$ cat src/rtl/random_pkg.sv
// Shared definitions for the bounded random source: FSM state encoding,
// the default 7-bit feedback mask and the value substituted for a zero seed.
package random_pkg;

  typedef enum logic [1:0] {
    IDLE = 2'd0,
    CALC = 2'd1,
    DONE = 2'd2
  } random_state_e;

  localparam logic [6:0] RANDOM_TAPS_7 = 7'h60;  // x^7 + x^6 + 1
  localparam int RANDOM_ZERO_SEED_SUB = 1;

endpackage

$ cat src/rtl/random_lfsr.sv
// Right-shift Galois LFSR with roll enable and optional seed load.
// A zero seed is replaced so the register can never lock up at 0.
module random_lfsr
  import random_pkg::*;
#(
  parameter int              WIDTH = 7,
  parameter logic [WIDTH-1:0] TAPS = WIDTH'(RANDOM_TAPS_7),
  parameter logic [WIDTH-1:0] SEED = WIDTH'(1)
) (
  input  logic             clk,
  input  logic             srst,
  input  logic             roll_i,
  input  logic             load_i,
  input  logic [WIDTH-1:0] seed_i,
  output logic [WIDTH-1:0] state_o
);

  localparam logic [WIDTH-1:0] ZERO_SUB  = WIDTH'(RANDOM_ZERO_SEED_SUB);
  localparam logic [WIDTH-1:0] RESET_VAL = (SEED == '0) ? ZERO_SUB : SEED;

  logic [WIDTH-1:0] lfsr_q, lfsr_d;

  // Load wins over roll when both are asserted.
  always_comb begin
    lfsr_d = lfsr_q;
    if (load_i) begin
      lfsr_d = (seed_i == '0) ? ZERO_SUB : seed_i;
    end else if (roll_i) begin
      lfsr_d = lfsr_q[0] ? ((lfsr_q >> 1) ^ TAPS) : (lfsr_q >> 1);
    end
  end

  always_ff @(posedge clk) begin
    if (srst) lfsr_q <= RESET_VAL;
    else      lfsr_q <= lfsr_d;
  end

  assign state_o = lfsr_q;

endmodule

$ cat src/rtl/random_range.sv
// Bounded random value engine: snapshots the LFSR and reduces it into [lo, hi]
// with a fixed-latency bit-serial restoring modulus. RANDOM_RANGE_SEED_EN adds seed-load ports.
module random_range
  import random_pkg::*;
#(
  parameter int               WIDTH = 7,
  parameter logic [WIDTH-1:0] TAPS  = WIDTH'(RANDOM_TAPS_7),
  parameter logic [WIDTH-1:0] SEED  = WIDTH'(1)
) (
  input  logic             clk_random,
  input  logic             rst_random,
  input  logic             i_roll,
  input  logic             i_req,
  input  logic [WIDTH-1:0] i_min,
  input  logic [WIDTH-1:0] i_max,
  output logic [WIDTH-1:0] o_random_raw,
  output logic             o_busy,
  output logic             o_valid,
  output logic [WIDTH-1:0] o_value,
  output logic             o_range_err
`ifdef RANDOM_RANGE_SEED_EN
  ,
  input  logic             i_seed_load,
  input  logic [WIDTH-1:0] i_seed
`endif
);

  localparam int CW = $clog2(WIDTH);
  localparam logic [CW-1:0] CNT_INIT = CW'(WIDTH - 1);

  logic             seed_load;
  logic [WIDTH-1:0] seed_val;

`ifdef RANDOM_RANGE_SEED_EN
  assign seed_load = i_seed_load;
  assign seed_val  = i_seed;
`else
  assign seed_load = 1'b0;
  assign seed_val  = '0;
`endif

  random_lfsr #(
    .WIDTH (WIDTH),
    .TAPS  (TAPS),
    .SEED  (SEED)
  ) u_lfsr (
    .clk     (clk_random),
    .srst    (rst_random),
    .roll_i  (i_roll),
    .load_i  (seed_load),
    .seed_i  (seed_val),
    .state_o (o_random_raw)
  );

  random_state_e state_q, state_d;

  logic [WIDTH-1:0] snap_q, snap_d;
  logic [WIDTH-1:0] lo_q, lo_d;
  logic [WIDTH:0]   span_q, span_d;
  logic [WIDTH:0]   rem_q, rem_d;
  logic             err_q, err_d;
  logic [CW-1:0]    cnt_q, cnt_d;
  logic             valid_q, valid_d;
  logic [WIDTH-1:0] value_q, value_d;
  logic             range_err_q, range_err_d;

  logic [WIDTH+1:0] trial;
  logic [WIDTH+1:0] span_ext;

  always_ff @(posedge clk_random) begin
    if (rst_random) state_q <= IDLE;
    else            state_q <= state_d;
  end

  always_comb begin
    state_d = state_q;
    unique case (state_q)
      IDLE:    if (i_req) state_d = CALC;
      CALC:    if (cnt_q == '0) state_d = DONE;
      DONE:    state_d = IDLE;
      default: state_d = IDLE;
    endcase
  end

  always_comb begin
    o_busy = (state_q != IDLE);
  end

  // One restoring step: bring down the next snapshot bit, subtract span if it fits.
  assign trial    = {rem_q, snap_q[WIDTH-1]};
  assign span_ext = {1'b0, span_q};

  always_comb begin
    snap_d      = snap_q;
    lo_d        = lo_q;
    span_d      = span_q;
    rem_d       = rem_q;
    err_d       = err_q;
    cnt_d       = cnt_q;
    valid_d     = 1'b0;
    value_d     = value_q;
    range_err_d = range_err_q;
    unique case (state_q)
      IDLE: begin
        if (i_req) begin
          snap_d = o_random_raw;
          lo_d   = i_min;
          span_d = {1'b0, i_max} - {1'b0, i_min} + (WIDTH+1)'(1);
          err_d  = (i_max < i_min);
          rem_d  = '0;
          cnt_d  = CNT_INIT;
        end
      end
      CALC: begin
        rem_d  = (trial >= span_ext) ? (trial - span_ext) : trial;
        snap_d = snap_q << 1;
        cnt_d  = cnt_q - CW'(1);
      end
      DONE: begin
        valid_d     = 1'b1;
        value_d     = err_q ? lo_q : (lo_q + rem_q[WIDTH-1:0]);
        range_err_d = err_q;
      end
      default: ;
    endcase
  end

  always_ff @(posedge clk_random) begin
    if (rst_random) begin
      snap_q      <= '0;
      lo_q        <= '0;
      span_q      <= '0;
      rem_q       <= '0;
      err_q       <= 1'b0;
      cnt_q       <= '0;
      valid_q     <= 1'b0;
      value_q     <= '0;
      range_err_q <= 1'b0;
    end else begin
      snap_q      <= snap_d;
      lo_q        <= lo_d;
      span_q      <= span_d;
      rem_q       <= rem_d;
      err_q       <= err_d;
      cnt_q       <= cnt_d;
      valid_q     <= valid_d;
      value_q     <= value_d;
      range_err_q <= range_err_d;
    end
  end

  assign o_valid     = valid_q;
  assign o_value     = value_q;
  assign o_range_err = range_err_q;

endmodule

$ cat config.mk
export PLATFORM = sky130hd
export DESIGN_NAME = random_range
export DESIGN_NICKNAME = d
export VERILOG_FILES = /design/src/rtl/random_pkg.sv /design/src/rtl/random_lfsr.sv /design/src/rtl/random_range.sv
export SDC_FILE = /design/constraint.sdc
export NUM_CORES = 1
export LEC_CHECK = 0
export BUFFER_PORTS_ARGS = -buffer_cell sky130_fd_sc_hd__buf_4
export CAP_MARGIN = 20
export CORE_UTILIZATION = 53
export DETAILED_ROUTE_END_ITERATION = 8
export PLACE_DENSITY = 0.77
export SETUP_SLACK_MARGIN = 0.2
export SYNTH_ARGS = -nofsm -noshare
export SYNTH_HDL_FRONTEND = slang
export SYNTH_SLANG_ARGS = --single-unit
export TNS_END_PERCENT = 5
$ cat constraint.sdc
create_clock -name clk_random -period 2.4 [get_ports clk_random]
set_input_delay 0.6 -clock clk_random [delete_from_list [all_inputs] [get_ports clk_random]]
set_output_delay 0.6 -clock clk_random [all_outputs]
set_load 0.05 [all_outputs]
Yosys cells after proc, flatten, opt, wreduce, memory -nomap -nowiden --
Cells that the tools add are included. Widths: inputs -> output; s select.
Word-level totals: output and inout bits 17, logic and storage cells 43, flip-flop bits (word level) 52, ROM bits 0, input bits 18, bits in writable memories 0, latch bits 0, memories 0
Operators by class: reductions and logical operators 7, shift-type cells 0, div/mod/pow operators 0, add/sub/neg operators 5, mux-type cells 13, $lt $le $gt $ge 2, multipliers 0, eq/ne operators 4, bitwise logic cells 1
Operators by type and width (number):
- $mux 7 | 3
- $mux 8 | 2
- $pmux 8 s2 | 1
- $pmux 7 s2 | 1
- $ge 9x8->1 | 1
- $add 8x1->8 const B | 1
- $sub 7x7->8 | 1
- $sub 8x8->8 | 1
- $add 7x7->7 | 1
- $lt 7x7->1 | 1
- $pmux 3 s2 | 1
- $reduce_and 2->1 | 3
- $mux 2 | 2
- $ne 2x2->1 const B | 2
- $pmux 2 s2 | 1
- $reduce_bool 2->1 | 2
- $logic_not 3->1 | 1
- $mux 3 | 1
- $sub 3x1->3 const B | 1
- $eq 2x1->1 const B | 1
- $eq 2x2->1 const B | 1
- $logic_not 2->1 | 1
- $not 1->2 | 1
- $mux 1 | 1

Longest topological paths before layout --
Gate-level depths: netlist of run 1.
depth after elaboration 3, gate-level depth with buffers 10, mapped depth without buffers 10

Cells and area by module --
A second synthesis of run 1 with hierarchy kept.
Second synthesis, totals: cell total of the unflattened synthesis 406, area total of the unflattened synthesis 3360.7 µm²
Modules (own cells, without submodules):
- random_range | times used 1, seq. area each 900.9 µm², cells each 369, area each 2996.6 µm²
- random_lfsr | times used 1, seq. area each 140.1 µm², cells each 37, area each 364.1 µm²

Worst setup path after synthesis of run 1 --
No wires, ideal clock.
kind input-to-reg, start point in i_min[1], end point reg span_q[7], stages 10, required time 2314 ps, path buffers 0, arrival 2356 ps, setup slack -42 ps, library setup time 86 ps, cell sequence inv_1 ha_1 inv_1 ha_1 fa_1 a21oi_1 o21bai_1 a311oi_1 xnor2_1 a211oi_1
On the way: word-level cells in the longest chain between the ends 2
RTL lines:
- start: declaration | RTL line random_range.sv:14 | input logic [WIDTH-1:0] i_min,
- $sub 7x7->8 | RTL line random_range.sv:108 | span_d = {1'b0, i_max} - {1'b0, i_min} + (WIDTH+1)'(1);
- $add 8x1->8 | RTL line random_range.sv:108
- end signal: assignment | RTL line random_range.sv:142 | span_q <= span_d;
- end: declaration | RTL line random_range.sv:59 | logic [WIDTH:0] span_q, span_d;
Every way passes these cells. A chain may end at the register's enable or synchronous reset.

Worst setup path after layout of run 1 --
Same ends and word-level chain as after synthesis.

==> results of run 1 <==
path summary, 6_finish.rpt:
kind,startpoint,endpoint,slack (ns),cells past startpoint
min,span_q[2],span_q[2],0.46,2
min reg2reg,span_q[2],span_q[2],0.46,2
max,i_min[1],span_q[7],0.23,11
max reg2reg,snap_q[6],rem_q[6],0.30,8
routing by layer:
metal / wire length [um] / track usage [%] / vias to the layer above
met5: 0 / 0 / -
met4: 75 / 5.00 / 0
met3: 229 / 3.64 / 8
met2: 3100 / 36.8 / 46
met1: 3130 / 28.4 / 1287
li1: - / - / 1405
cell type report:
class	instances	area share (%)
Timing Repair Buffer	41	8.31
Sequential cell	52	28.1
Inverter	30	3.24
Clock buffer	5	1.86
Multi-Input combinational cell	285	54.7
Clock inverter	3	1.25
Tap cell	75	2.53
placed cells by master (no fill, tap or decap), types with 5 or more instances in the layout:
cell type,netlist,layout
nand2_1,55,55
dfxtp_1,52,52
buf_4,1,41
nor2_1,32,32
a21oi_1,31,30
ha_1,31,29
inv_1,30,28
a211oi_1,17,16
nor2b_1,10,10
mux2i_1,8,8
o21ai_0,7,7
o211ai_1,7,7
nand2b_1,6,6
a22oi_1,6,6
xor2_1,6,6
xnor2_1,5,5
o21ai_1,5,5
o211ai_2,5,5
clkbuf_8,0,5
power by group:
| group | internal, mW | total (mW) | leakage, nW | switching, mW |
|---|---|---|---|---|
| logic | 0.325 | 0.788 | 1.10 | 0.464 |
| registers | 0.925 | 0.979 | 0.425 | 0.0540 |
| clock network | 0.316 | 0.613 | 0.0600 | 0.297 |
| total | 1.57 | 2.38 | 1.59 | 0.815 |
kinds of logic after synthesis:
logic type	share of synthesized area, %
AO/OA/AOI/OAI	22.5
adder cells (fa/ha/maj)	15.1
AND/OR/NAND/NOR	18.3
flip-flops	32.2
multiplexers	2.48
buffers and inverters	6.46
XOR/XNOR	2.98
sequential cells by signal, indices dropped and copies added (netlist names):
signal	count
rem_q	8
state_q	2
o_valid	1
lo_q	7
err_q	1
cnt_q	3
u_lfsr.state_o	7
o_value	7
span_q	8
snap_q	7
o_range_err	1
metrics by stage:
step | power (mW) | hold WS, ns | cells | utilization, % | worst slack [ns]
3_3_place_gp | 1.75 | 0.443 | 483 | 60.9 | -0.00440
5_1_grt | 2.52 | 0.492 | 491 | 62.9 | 0.156
3_5_place_dp | 1.77 | 0.448 | 483 | 60.9 | -0.0670
4_1_cts | 2.38 | 0.461 | 491 | 62.8 | 0.226
6_report | 2.38 | 0.459 | 491 | 62.9 | 0.232
2_1_floorplan | 1.61 | 0.432 | 387 | - | 0.157
worst max-delay path, delay by kind of cell:
kind	cells	cell delay, ns
fa+ha+maj	3	0.76
xor+xnor	1	0.11
compound gates	4	0.72
buf+inv	3	0.19
==> flow_summary.ini, run 1 <==
[global_routing]
grt.total_usage_pct = 21.6
grt_pass1_vias = 2503
grt_max_degree = 47
overflow = 0
antenna_found_initial = 0
grt_pass1_wl_um = 11000

[placement]
placed_area_mm2 = 0.00358
dpl.hpwl_um = 5020
io_buffers = 34
place.gp.congestion = 0.828

[synth]
synth.avg_cell_area_um2 = 8.35
synth_cells = 387
synth_cell_types = 52
synthMostInstantiatedCell = nand2_1
ys.flop_type = dfxtp_1
synth_top_area_share_pct = 32.2
synth_top_cell_by_area = dfxtp_1
synth_edf_count = 0
synth.top_cells.by_area = dfxtp_1 (32%), ha_1 (12%), nand2_1 (6.4%)
syn_nets = 441
netlist_area_mm2 = 0.00323
yosys-top-cells-count = nand2_1 (55), dfxtp_1 (52), nor2_1 (32)
ys_warn_count = 0
ys_seq_area_share_pct = 32.2
synth_seq_cells = 52
synth_async_sr_flop_share_pct = 0

[cts]
post_cts_buffers = 0
hold_buffers = 0
cts_root_buf = clkbuf_8
insertion_delay_ns = 0.30
numCtsBuffers = 5
cts_max_path_buffers = 2
cts_resized = 0
clock_sinks = 52
cts.reportedPaths.clkPinSlew_ns = 0.09
cts_tree = done
ctsHtreeMaxLevel = 2

[route]
drt-total-wl_um = 6540
vias_per_cell = 5.59
ant_nets = 0
drt_first_pass_iters = 4
vias = 2746
drc = 0
drtIter0Drc = 129
wl_per_cell_um = 13.3

[sta]
finalCriticalPeriod_ns = 2.17
skew_ns = 0.00510
hold_viol = 0
rsz0062_at_grt = true
clock.fmax_ghz = 0.461
final_min_period_over_clock_period_pct = 90.3
slew_headroom_pct = 52.0
max_slew.worst_pin.slew_ns = 0.718
setup_violations = 0
drv_slew = 0
tns_ns = 0

[worst_setup_path]
cp_slowest_cell = fa_2
cp-end-kind = flop
cp.arrival_ns = 2.39
crit_top_cell = ha_4
critPathMaxStageDelay_ns = 0.36
critPathKind = in -> reg
path_cells = buf_4 -> inv_8 -> ha_4 -> inv_2 -> ha_4 -> fa_2 -> a21oi_2 -> o21bai_1 -> a311oi_1 -> xnor2_1 -> a211oi_1
crit_fanout = 2
start_kind = input pin
crit_required_ns = 2.62

[cells_and_area]
multi_input_area_mm2 = 0.00203
drive_above_1_share_pct = 16.8
register_area_mm2 = 0.00104
nNetsFinal = 469
syn_to_final_growth_pct = 14.6
fin_area_mm2 = 0.00370
nFillCells = 515
diodes = 0

[floorplanning]
num_rows = 28
die_w_um = 80.1
coreArea_mm2 = 0.00589
initial_utilization_pct = 54.9
io_pins = 35
dieArea_mm2 = 0.00642
fp.dieH_um = 80.1

[pwr]
irDropWorstVdd_mv = 0.442
leakage_nw = 1.59
p_per_area_mw_per_mm2 = 643

[outcome]
status = finished, final reports clean

[run]
max-cap-violations = 0

[worst_hold_path]
hp-class = reg -> reg
No activity file was read; power rests on OpenSTA's default activity.
==> inputs of run 2 (changes only) <==
--- a/config.mk
+++ b/config.mk
@@ -9,7 +9,8 @@
 export CAP_MARGIN = 20
 export CORE_UTILIZATION = 53
 export DETAILED_ROUTE_END_ITERATION = 8
-export PLACE_DENSITY = 0.77
+export PLACE_DENSITY = 0.8
+export REMOVE_ABC_BUFFERS = 1
 export SETUP_SLACK_MARGIN = 0.2
 export SYNTH_ARGS = -nofsm -noshare
 export SYNTH_HDL_FRONTEND = slang
==> run 2 against run 1 <==
Total power shrank 4.2%. Clock-buffer cell count stayed put. First-iteration DRC count decreased by 15%.
==> flow_summary.ini, run 2 (synthesized netlist as in run 1, its figures left out) <==
[outcome]
status = finished, final reports clean

[worst_setup_path]
critPathKind = in -> reg
crit_fanout = 2
crit_required_ns = 2.62
start_kind = input pin
cp.arrival_ns = 2.42
cp-end-kind = flop

[cts]
cts_root_buf = clkbuf_8
post_cts_buffers = 0
numCtsBuffers = 5
cts.reportedPaths.clkPinSlew_ns = 0.09
hold_buffers = 0
ctsHtreeMaxLevel = 2
cts_tree = done
cts_max_path_buffers = 2
clock_sinks = 52
insertion_delay_ns = 0.31

[sta]
skew_ns = 0.00920
hold_ws_ns = 0.460
finalCriticalPeriod_ns = 2.19
hold_viol = 0
drv_slew = 0
clock.fmax_ghz = 0.456
setup_violations = 0
max_slew.worst_pin.slew_ns = 0.751
final_min_period_over_clock_period_pct = 91.3
rsz0062_at_grt = true
slew_headroom_pct = 49.8

[placement]
placed_area_mm2 = 0.00356
place_inst = 485
io_buffers = 34
place.gp.congestion = 0.883
dpl.hpwl_um = 5180

[pwr]
p_per_area_mw_per_mm2 = 622
irDropWorstVdd_mv = 0.351
finalPower_mw = 2.28
leakage_nw = 1.59

[global_routing]
overflow = 0
grt_max_degree = 47
grt_pass1_vias = 2504
grt_pass1_wl_um = 10800
antenna_found_initial = 0
grt.total_usage_pct = 21.5

[route]
wl_per_cell_um = 13.5
drt_first_pass_iters = 4
ant_nets = 0
vias = 2745
drt-total-wl_um = 6650
drtIter0Drc = 110
drc = 0
vias_per_cell = 5.57

[cells_and_area]
fin_area_mm2 = 0.00367
syn_to_final_growth_pct = 13.4
nFillCells = 530
fin_cells = 493
drive_above_1_share_pct = 16.3
layout_commonest_cell = nand2_1
multi_input_area_mm2 = 0.00200
diodes = 0
register_area_mm2 = 0.00104
nNetsFinal = 471
top_regs = rem_q: 8 flops, span_q: 8 flops
final_cell_mix = nand2_1 (55), dfxtp_1 (52), buf_4 (43)

[run]
max-cap-violations = 0

[floorplanning]
io_pins = 35
initial_utilization_pct = 54.9
fp.dieH_um = 80.1
num_rows = 28
die_w_um = 80.1
dieArea_mm2 = 0.00642
coreArea_mm2 = 0.00589

[worst_hold_path]
hp-class = reg -> reg
run 2: stage by stage:
stage               worst slack (ns)  utilization, %  TNS, ns
floorplan                     -0.567               -   -12.11
global placement              -0.184            60.5   -0.191
detailed placement            -0.247            60.5   -0.318
CTS                            0.203            62.2        0
global route                   0.126            62.3        0
finish                         0.208            62.3        0
run 2: metal layers:
metal / vias to the layer above / wire length [um] / track usage, %
li1: 1405 / - / -
met1: 1286 / 3150 / 27.5
met2: 47 / 3220 / 37.7
met3: 7 / 215 / 3.64
met4: 0 / 67 / 5.00
met5: - / 0 / 0
run 2: report_power, final:
part | leakage (nW) | switching, mW | internal (mW)
logic | 1.11 | 0.459 | 0.322
registers | 0.425 | 0.0568 | 0.925
clock network | 0.0485 | 0.307 | 0.210
total | 1.59 | 0.823 | 1.46
run 2: what timing repair did:
action	CTS	global route
setup endpoints to repair	1	8
resized for setup	2	2
pin swaps	2	0
run 2: path summary, 6_finish.rpt:
path	startpoint	to	slack, ns	depth (start not counted)
worst max-delay path	i_min[1]	span_q[7]	0.21	11
worst min-delay path	span_q[2]	span_q[2]	0.46	2
worst max register to register	snap_q[6]	rem_q[6]	0.24	8
worst min register to register	span_q[2]	span_q[2]	0.46	2
run 2: critical path, stage by stage:
cell and delay, ns:
buf_4 0.08, inv_1 0.04, ha_1 0.28, inv_1 0.05, ha_1 0.22, fa_2 0.35
a21oi_1 0.15, o21bai_1 0.10, a311oi_2 0.23, xnor2_1 0.10, a211oi_1 0.22
run 2: cell type report:
| type | count | area share [%] |
|---|---|---|
| Clock inverter | 3 | 0.614 |
| Clock buffer | 5 | 1.88 |
| Tap cell | 75 | 2.56 |
| Sequential cell | 52 | 28.4 |
| Multi-Input combinational cell | 285 | 54.7 |
| Timing Repair Buffer | 43 | 8.81 |
| Inverter | 30 | 3.07 |
==> inputs of run 3 (changes only) <==
--- a/config.mk
+++ b/config.mk
@@ -7,6 +7,7 @@
 export LEC_CHECK = 0
 export BUFFER_PORTS_ARGS = -buffer_cell sky130_fd_sc_hd__buf_4
 export CAP_MARGIN = 20
+export CORE_ASPECT_RATIO = 1.1
 export CORE_UTILIZATION = 53
 export DETAILED_ROUTE_END_ITERATION = 8
 export PLACE_DENSITY = 0.8
==> run 3 against run 2 <==
Final area up 0.72%. Utilization is 0.92 points higher. Fmax up 1.9%. Combinational power about the same. Hold slack better by 0.0015 ns. First-iteration DRC count grew 33%. Total power down 0.30%. Largest cell class unchanged.
==> flow_summary.ini, run 3 (synthesized netlist as in run 1, its figures left out) <==
[route]
ant_nets = 0
drt_first_pass_iters = 4
drt-total-wl_um = 6510
vias_per_cell = 5.57
wl_per_cell_um = 13.1
drc = 0
vias = 2765
drtIter0Drc = 146

[worst_setup_path]
cp_num_cells = 11
crit_top_cell = inv_1
reg2reg_depth = 6
start_kind = input pin
cp_slowest_cell = fa_2
path_cells = buf_4 -> inv_1 -> ha_4 -> inv_1 -> ha_2 -> fa_2 -> a21oi_2 -> o21bai_1 -> a311oi_2 -> xnor2_1 -> a211oi_1
cp.arrival_ns = 2.38
cp-end-kind = flop
crit_required_ns = 2.63
path_buf_inv = 3
critPathKind = in -> reg
crit_fanout = 2
critPathMaxStageDelay_ns = 0.37
cpLargestDelayFamily = adder cells

[sta]
drv_slew = 0
rsz0062_at_grt = true
setup_violations = 0
max_slew.worst_pin.slew_ns = 0.785
final_min_period_over_clock_period_pct = 89.6
finalCriticalPeriod_ns = 2.15
tns_ns = 0
skew_ns = 0.0103
hold_viol = 0
clock.fmax_ghz = 0.465
slew_headroom_pct = 47.6

[floorplanning]
fp.dieH_um = 83.9
dieArea_mm2 = 0.00642
initial_utilization_pct = 55.3
io_pins = 35
num_rows = 29
die_w_um = 76.5
coreArea_mm2 = 0.00584

[pwr]
p_per_area_mw_per_mm2 = 616
irDropWorstVdd_mv = 0.487
leakage_nw = 1.59
finalPower_mw = 2.27

[worst_hold_path]
hold_path_depth = 2
hp-class = reg -> reg

[cts]
numCtsBuffers = 5
insertion_delay_ns = 0.31
ctsHtreeMaxLevel = 2
cts.reportedPaths.clkPinSlew_ns = 0.09
cts_tree = done
clock_sinks = 52
hold_buffers = 0
cts_max_path_buffers = 2
cts_root_buf = clkbuf_8

[cells_and_area]
nFillCells = 503
drive_above_1_share_pct = 16.9
top_regs = rem_q: 8 flops, span_q: 8 flops
diodes = 0
nNetsFinal = 472
layout_commonest_cell = nand2_1
fin_util_pct = 63.2
final_cell_mix = nand2_1 (55), dfxtp_1 (52), buf_4 (44)
syn_to_final_growth_pct = 14.2

[outcome]
status = finished, final reports clean

[placement]
place.gp.congestion = 0.872
dpl.hpwl_um = 5190
io_buffers = 34

[global_routing]
overflow = 0
grt_pass1_vias = 2600
grt_max_degree = 26
grt.total_usage_pct = 22.0
grt_pass1_wl_um = 11500
antenna_found_initial = 0

[run]
max-cap-violations = 0
==> run 3: path summary, 6_finish.rpt <==
path	start	end	slack, ns
max	i_min[1]	span_q[7]	0.25
min	span_q[2]	span_q[2]	0.46
max reg2reg	rem_q[1]	rem_q[1]	0.26
min reg2reg	span_q[2]	span_q[2]	0.46
==> run 3: stage by stage <==
step	instances	setup slack, ns	hold WS, ns	cell area [um^2]
floorplan	367	-0.567	0.426	3140
global route	496	0.141	0.491	3690
global placement	488	-0.175	0.442	3570
CTS	496	0.226	0.464	3680
detailed placement	488	-0.250	0.450	3570
finish	496	0.249	0.462	3690
==> run 3: layer usage <==
layer	GRT usage [%]	routed length [um]
met3	2.73	248
met2	38.7	3210
met4	8.22	103
met1	27.3	2940
met5	0	0
==> run 3: timing repair <==
| action | in CTS | in global routing |
|---|---|---|
| pin swaps | 4 | 0 |
| buffers inserted | 0 | 0 |
| setup endpoints to repair | 1 | 8 |
| resized for setup | 4 | 2 |
==> run 3: report_power, final <==
group | switching (mW) | internal, mW | leakage, nW
logic | 0.461 | 0.319 | 1.12
clock network | 0.303 | 0.210 | 0.0485
registers | 0.0563 | 0.925 | 0.425
==> run 3: area by class of cell <==
cell class / instances / area [um^2] / area share [%]
repair buffers: 44 / 330 / 8.95
flip-flops and latches: 52 / 1040 / 28.2
well taps: 77 / 96.3 / 2.61
inverters: 30 / 113 / 3.05
multi-input cells: 285 / 2020 / 54.7
clock inverters: 3 / 22.5 / 0.610
clock buffers: 5 / 68.8 / 1.86
==> run 3: worst min-delay path: cells and delay by family (launching register included) <==
| kind | cells | cell delay (ns) |
|---|---|---|
| AOI/OAI and AO/OA | 1 | 0.05 |
| and+or+nand+nor | 1 | 0.05 |
| DFF | 1 | 0.32 |
